<file path="src/rtl/dot_int_acc.sv">
// ============================================================================
// Module      : dot_int_acc
// Description : Pipelined integer dot product over k/lanes beats, valid/ready out
// Revision    : 1.0  initial release
// ============================================================================
`default_nettype none

module dot_int_acc #(
  parameter int bit_width = 8,
  parameter int k         = 32,
  parameter int lanes     = 8,
  parameter int prd_width = 2*bit_width+1,
  parameter int out_width = prd_width+$clog2(k)
) (
  input  logic                          i_clk,
  input  logic                          i_rst,
  input  logic                          i_valid,
  output logic                          o_ready,
  input  logic                          i_unsigned,
  input  logic [bit_width*lanes-1:0]    i_vec_a,
  input  logic [bit_width*lanes-1:0]    i_vec_b,
  output logic                          o_valid,
  input  logic                          i_ready,
  output logic signed [out_width-1:0]   o_dp
);

  localparam int beats = k/lanes;
  localparam int CNT_W = (beats > 1) ? $clog2(beats) : 1;

  logic                        w_stall;
  logic                        w_accept;
  logic                        w_first;
  logic                        w_last;
  logic                        w_mode;
  logic [CNT_W-1:0]            r_cnt;
  logic                        r_mode;
  logic signed [prd_width-1:0] w_prd [lanes];
  logic signed [prd_width-1:0] r_prd [lanes];
  logic                        r_s1_valid;
  logic                        r_s1_first;
  logic                        r_s1_last;
  logic signed [out_width-1:0] w_lane_sum;
  logic signed [out_width-1:0] r_s2_sum;
  logic                        r_s2_valid;
  logic                        r_s2_first;
  logic                        r_s2_last;
  logic signed [out_width-1:0] r_acc;
  logic signed [out_width-1:0] w_acc_next;
  logic                        r_valid;
  logic signed [out_width-1:0] r_dp;

  assign w_stall  = r_valid & ~i_ready;
  assign o_ready  = ~w_stall;
  assign w_accept = i_valid & ~w_stall;
  assign w_first  = (r_cnt == '0);
  assign w_last   = (r_cnt == CNT_W'(beats-1));
  // The mode of a vector is taken from its first beat; later beats reuse it.
  assign w_mode   = w_first ? i_unsigned : r_mode;
  assign o_valid  = r_valid;
  assign o_dp     = r_dp;

  // Each lane: extend to prd_width (zero or sign by mode), then multiply.
  for (genvar l = 0; l < lanes; l++) begin : g_lane
    logic [bit_width-1:0]        w_a;
    logic [bit_width-1:0]        w_b;
    logic signed [prd_width-1:0] w_ax;
    logic signed [prd_width-1:0] w_bx;
    assign w_a  = i_vec_a[l*bit_width +: bit_width];
    assign w_b  = i_vec_b[l*bit_width +: bit_width];
    assign w_ax = {{(prd_width-bit_width){~w_mode & w_a[bit_width-1]}}, w_a};
    assign w_bx = {{(prd_width-bit_width){~w_mode & w_b[bit_width-1]}}, w_b};
    assign w_prd[l] = w_ax * w_bx;
  end

  always_comb begin
    w_lane_sum = '0;
    for (int l = 0; l < lanes; l++) begin
      w_lane_sum = w_lane_sum + out_width'(r_prd[l]);
    end
  end

  assign w_acc_next = (r_s2_first ? '0 : r_acc) + r_s2_sum;

  always_ff @(posedge i_clk or posedge i_rst) begin
    if (i_rst) begin
      r_cnt  <= '0;
      r_mode <= 1'b0;
    end else if (w_accept) begin
      r_cnt <= w_last ? '0 : r_cnt + 1'b1;
      if (w_first) r_mode <= i_unsigned;
    end
  end

  // Stage 1: per-lane products
  always_ff @(posedge i_clk or posedge i_rst) begin
    if (i_rst) begin
      r_s1_valid <= 1'b0;
      r_s1_first <= 1'b0;
      r_s1_last  <= 1'b0;
      for (int l = 0; l < lanes; l++) r_prd[l] <= '0;
    end else if (!w_stall) begin
      r_s1_valid <= w_accept;
      if (w_accept) begin
        r_s1_first <= w_first;
        r_s1_last  <= w_last;
        for (int l = 0; l < lanes; l++) r_prd[l] <= w_prd[l];
      end
    end
  end

  // Stage 2: lane sum
  always_ff @(posedge i_clk or posedge i_rst) begin
    if (i_rst) begin
      r_s2_valid <= 1'b0;
      r_s2_first <= 1'b0;
      r_s2_last  <= 1'b0;
      r_s2_sum   <= '0;
    end else if (!w_stall) begin
      r_s2_valid <= r_s1_valid;
      if (r_s1_valid) begin
        r_s2_first <= r_s1_first;
        r_s2_last  <= r_s1_last;
        r_s2_sum   <= w_lane_sum;
      end
    end
  end

  // Accumulate and publish; when not stalled the old result is either absent
  // or being accepted this cycle, so valid simply follows the completing beat.
  always_ff @(posedge i_clk or posedge i_rst) begin
    if (i_rst) begin
      r_acc   <= '0;
      r_dp    <= '0;
      r_valid <= 1'b0;
    end else if (!w_stall) begin
      r_valid <= r_s2_valid & r_s2_last;
      if (r_s2_valid) begin
        r_acc <= w_acc_next;
        if (r_s2_last) r_dp <= w_acc_next;
      end
    end
  end

endmodule

`default_nettype wire

</file>
<file path="config.mk">
export PLATFORM = sky130hd
export DESIGN_NAME = dot_int_acc
export DESIGN_NICKNAME = d
export VERILOG_FILES = /design/src/rtl/dot_int_acc.sv
export SDC_FILE = /design/constraint.sdc
export NUM_CORES = 2
export LEC_CHECK = 0
export CORE_MARGIN = 5
export CORE_UTILIZATION = 50
export DETAILED_ROUTE_END_ITERATION = 7
export PLACE_DENSITY_LB_ADDON = 0.12
export SLEW_MARGIN = 5
export SYNTH_ARGS = -nofsm -noshare
export SYNTH_HDL_FRONTEND = slang
export SYNTH_SLANG_ARGS = --single-unit
</file>
<file path="constraint.sdc">
create_clock -name i_clk -period 14.8 [get_ports i_clk]
set_clock_uncertainty 0.05 [all_clocks]
set_input_delay 1.48 -clock i_clk [delete_from_list [all_inputs] [get_ports i_clk]]
set_output_delay 1.48 -clock i_clk [all_outputs]
set_load 0.01 [all_outputs]
</file>
---- Word-level counts from Yosys, hierarchy flattened ----
Index checks and enable logic that the tools add are counted.
storage, ports and cells
  word-level logic and storage cells ...... 68
  flip-flop bits (word level) ............. 212
  output and inout bits ................... 24
cells by class
  bitwise operators ....................... 22
  equal/unequal tests ..................... 1
  reduce and logical (&&, ||, !) cells .... 5
  multiply operators ...................... 8
  mux-type cells .......................... 3
  add/sub/neg operators ................... 9
operators by type and width
  kind                                          count
  multiplier 9 x 9 -> 17 bit                    8
  adder 22 x 17 -> 22 bit                       2
  adder 21 x 17 -> 22 bit                       1
  adder 22 bit                                  1
  two-way mux 22 bit                            1
  adder 20 x 17 -> 21 bit                       1
  adder 19 x 17 -> 20 bit                       1
  adder 18 x 17 -> 19 bit                       1
  bitwise AND 1 bit                             19
  adder 17 x 17 -> 18 bit                       1
  AND reduction 2 bit                           3
  NOT 1 bit                                     3
  AND reduction 3 bit                           1
  adder 2 x 1 -> 2 bit (second input constant)  1
  == test 2 bit (second input constant)         1
  zero test 2 bit                               1
  two-way mux 2 bit                             1
  two-way mux 1 bit                             1

---- Depth between registers and ports, before layout ----
  depth in word-level cells ............... 7
  gate-level depth with buffers ........... 24
  depth with buffers taken out ............ 22

---- Worst setup path before layout ----
OpenSTA, ideal clock, no wires.
  kind .................................... input to register
  start point ............................. in i_unsigned
  end point ............................... reg r_prd[84] in the netlist's numbering
  setup time .............................. 0.125 ns
  cell stages on the path ................. 22
  path buffers ............................ 2
  data arrival time ....................... 6.956 ns
  data required time ...................... 14.625 ns
  setup slack ............................. 7.670 ns
  cells stage by stage .................... mux2i_1 > clkbuf_1 > clkbuf_1 > nand2_1 > or2_2 > fa_1 > fa_1 > inv_1 > fa_1 > fa_1 > inv_1 > fa_1 > inv_1 > ha_1 > inv_1 > o21bai_1 > a21o_1 > a21oi_1 > o21ai_0 > o41ai_1 > xnor2_1 > mux2_2
between the ends
  longest elaborated chain between the ends .. 4
RTL lines
  item                                         RTL line  source
  start, declared                              19        input logic i_unsigned,
  two-way mux 1 bit (*)                        -
  NOT 1 bit (*)                                70, 71
  bitwise AND 1 bit, on equally long branches  70, 71
  multiplier 9 x 9 -> 17 bit (*)               72        assign w_prd[l] = w_ax * w_bx;
  end, declared                                38        logic signed [prd_width-1:0] r_prd [lanes];
Every way passes the cells marked *; elsewhere a longest branch is shown, timed or not.
A chain may end at the register's enable or synchronous reset.

---- Worst setup path after layout ----
  start point ............................. in i_unsigned
  end point ............................... reg r_prd[66] in the netlist's numbering
The elaborated chain is that of the path after synthesis.

==> impl_metrics.env <==
export IMPL_seq_area_um2=5310
export IMPL_core_area_um2=71100
export IMPL_min_period_over_period_pct=48.9
export IMPL_tns_ps=0
export IMPL_cts_max_level=1
export IMPL_setup_viol=0
export IMPL_period_needed_ps=7240
export IMPL_finish_utilization_pct=54.7
export IMPL_fp_dieW_um=277
export IMPL_cts_buffers=25
export IMPL_synth_top_cells_by_area="fa_1 (36%), dfrtp_1 (15%), ha_1 (11%)"
export IMPL_drc=0
export IMPL_synth_top_area_cell="fa_1"
export IMPL_portBuffers=156
export IMPL_antenna_found_initial=0
export IMPL_drv_cap=0
export IMPL_cts_repair_resized=0
export IMPL_routedWlPerCell_um=16.0
export IMPL_async_flop_share_pct=100
export IMPL_clk_root_buffer_cell="clkbuf_16"
export IMPL_max_freq_mhz=138
export IMPL_pin_count=157
export IMPL_ys_warnings_count=0
export IMPL_cp_start_kind="input port"
export IMPL_dr_pass1_iters=5
export IMPL_end_kind="register"
export IMPL_syn_area_um2=35700
export IMPL_ys_ff_latch=212
export IMPL_ys_flop_type="dfrtp_1"
export IMPL_clk_latency_ps=530
export IMPL_syn_to_final_growth_pct=8.99
export IMPL_synth_distinct_cells=57
export IMPL_hold_class="register to register"
export IMPL_worst_path_max_fanout=36
export IMPL_fillers=6617
export IMPL_cts_tree="done"
export IMPL_clockBufferDepth=3
export IMPL_vias=24200
export IMPL_routed_wl_um=77600
export IMPL_slew_viol_final=0
export IMPL_drt_iter0_drc=1120
export IMPL_die_area_um2=76900
export IMPL_track_usage_pct=21.0
export IMPL_relSlewSlack_pct=38.1
export IMPL_finalWeightedCongestion=0.833
export IMPL_fin_nets=4981
export IMPL_synth_edf_count=0
export IMPL_diodes=0
export IMPL_status="completed"
export IMPL_drive_gt1_share_pct=4.31
export IMPL_die_y_um=277
export IMPL_grt_overflow=0
export IMPL_cts_setup_buffers=0
export IMPL_grt_setup_unrepaired="no"
export IMPL_grt_pass1_wl_um=133000
export IMPL_initial_core_util_pct=50.2
export IMPL_ys_seq_area_share_pct=14.9
export IMPL_tightest_slew_ps=928
export IMPL_cts_sinks=212
export IMPL_grt_pass1_vias=25900
export IMPL_rows=98
export IMPL_crit_arrival_ps=7580
export IMPL_via_per_inst=4.99
export IMPL_criticalPathCategory="input port to register"
export IMPL_hpwl_um=65300
export IMPL_antenna_left=0
export IMPL_multiInputGateArea_um2=26500
export IMPL_synthCells=3820
export IMPL_yosysTopAreaCellShare_pct=36.0
export IMPL_required_ps=15140
export IMPL_synth_fp_nets=4921
export IMPL_cts_clk_slew_worst_paths_ps=60
export IMPL_dpl_cell_area_um2=38100
export IMPL_grt_max_degree=96
export IMPL_design_area_um2=38900
export IMPL_cts_hold_buffers_added=0
export IMPL_finalHoldViolCount=0
export IMPL_synth_avg_cell_area_um2=9.35
[cells in the mapped netlist, types with 2 or more instances]
master    number
nor2_1        96
nand4b_1       8
o211ai_1       7
and2_1       273
a211oi_1      16
clkbuf_1     128
nand2_1      432
mux2i_1        5
inv_1        915
xnor2_1      133
o21a_1         7
fa_1         643
nand4_1        3
a21o_1        42
buf_1          3
and3_1        10
o41ai_1        8
or2_2         17
o21bai_1      28
dfrtp_1      212
nand3_1       18
o311ai_0       2
nor3_1        17
o31ai_1        6
o21ai_0      127
a21oi_1       89
mux2_2        91
or3_1          3
ha_1         325
o21ai_1        3
nor4b_1       10
nand2b_1      23
a211o_1       10
a31oi_1        4
nand3b_1       3
nor2b_1       28
nor3b_1       19
xor2_1        33
a21boi_0       2
or4_1          4
[cell type report]
class	count	area share (%)
multi-input cells	2561	68.1
flip-flops and latches	212	13.6
inverters	915	8.84
repair buffers	165	4.19
well taps	950	3.05
clock buffers	32	1.80
clock inverters	13	0.415
[path summary, 6_finish.rpt]
check | from | endpoint | slack [ps] | cells after the start
min in group asynchronous | i_rst | r_s2_sum[16] | 1440 | 2
setup reg to reg | r_cnt[0] | r_prd[66] | 8060 | 23
hold reg to reg | o_dp[2] | o_dp[2] | 430 | 2
setup / recovery | i_unsigned | r_prd[66] | 7560 | 22
max in group asynchronous | i_rst | r_prd[130] | 11980 | 3
hold / removal | o_dp[2] | o_dp[2] | 430 | 2
[through the flow]
| step | std cells | hold WS [ps] | setup WS, ps |
|---|---|---|---|
| floorplan | 3820 | 392 | 7480 |
| global placement | 4803 | 412 | 7110 |
| detailed placement | 4803 | 419 | 7020 |
| CTS | 4848 | 434 | 7550 |
| global route | 4848 | 447 | 7190 |
| finish | 4848 | 428 | 7560 |
[flip-flops by register name, summed over array words and instances, names as in the netlist]
register	flops
r_cnt	2
r_s1_first	1
r_s2_first	1
r_s2_last	1
o_dp	22
r_mode	1
r_prd	136
r_acc	22
r_s1_last	1
r_s1_valid	1
r_s2_valid	1
o_valid	1
r_s2_sum	22
[cell usage in the layout (no fill, tap or decap), types with 9 or more instances in the layout]
cell	instances
inv_1	914
fa_1	643
nand2_1	431
ha_1	325
and2_1	273
dfrtp_1	212
clkdlybuf4s50_1	156
xnor2_1	133
o21ai_0	127
nor2_1	96
mux2_2	91
a21oi_1	89
a21o_1	42
xor2_1	33
o21bai_1	28
nor2b_1	28
clkbuf_16	25
nand2b_1	23
nor3b_1	19
nand3_1	18
or2_2	17
nor3_1	17
a211oi_1	16
a211o_1	10
nor4b_1	10
and3_1	10
buf_4	9
[cells by family after synthesis]
kind of cell	count (synthesis)	share of synthesized area (%)
muxes	96	3.01
DFF	212	14.9
and+or+nand+nor	966	13.3
adders and majority gates	968	47.4
buffers and inverters	1047	11.0
AOI/OAI and AO/OA	365	6.29
xor gates and xnor gates	166	4.07
[per-layer routing]
| metal | vias to the layer above | routed length, um | GRT usage [%] | part of all wire (%) |
|---|---|---|---|---|
| met5 | - | 0 | 0 | 0 |
| met4 | 0 | 1520 | 3.68 | 2.0 |
| met3 | 63 | 2490 | 1.67 | 3.2 |
| met2 | 337 | 36800 | 35.0 | 47 |
| met1 | 12100 | 36900 | 30.8 | 47 |
| li1 | 11600 | - | - | - |
[critical path: stages]
cell             delay, ps
clkdlybuf4s50_1        440
mux2i_4                140
buf_4                  520
nand2_1                370
or2_2                  380
fa_1                   460
fa_1                   500
inv_1                   50
fa_1                   440
fa_1                   500
inv_1                   50
fa_1                   510
inv_1                   50
ha_1                   310
a21oi_1                210
o21bai_1                80
a21oi_1                240
o21bai_1               100
a21o_1                 200
a21oi_1                200
nor4b_1                 80
a211o_1                260
Power is left out: the tool's default activity adds up to more than one toggle a clock period on the data nets, which glitch-free logic cannot reach.
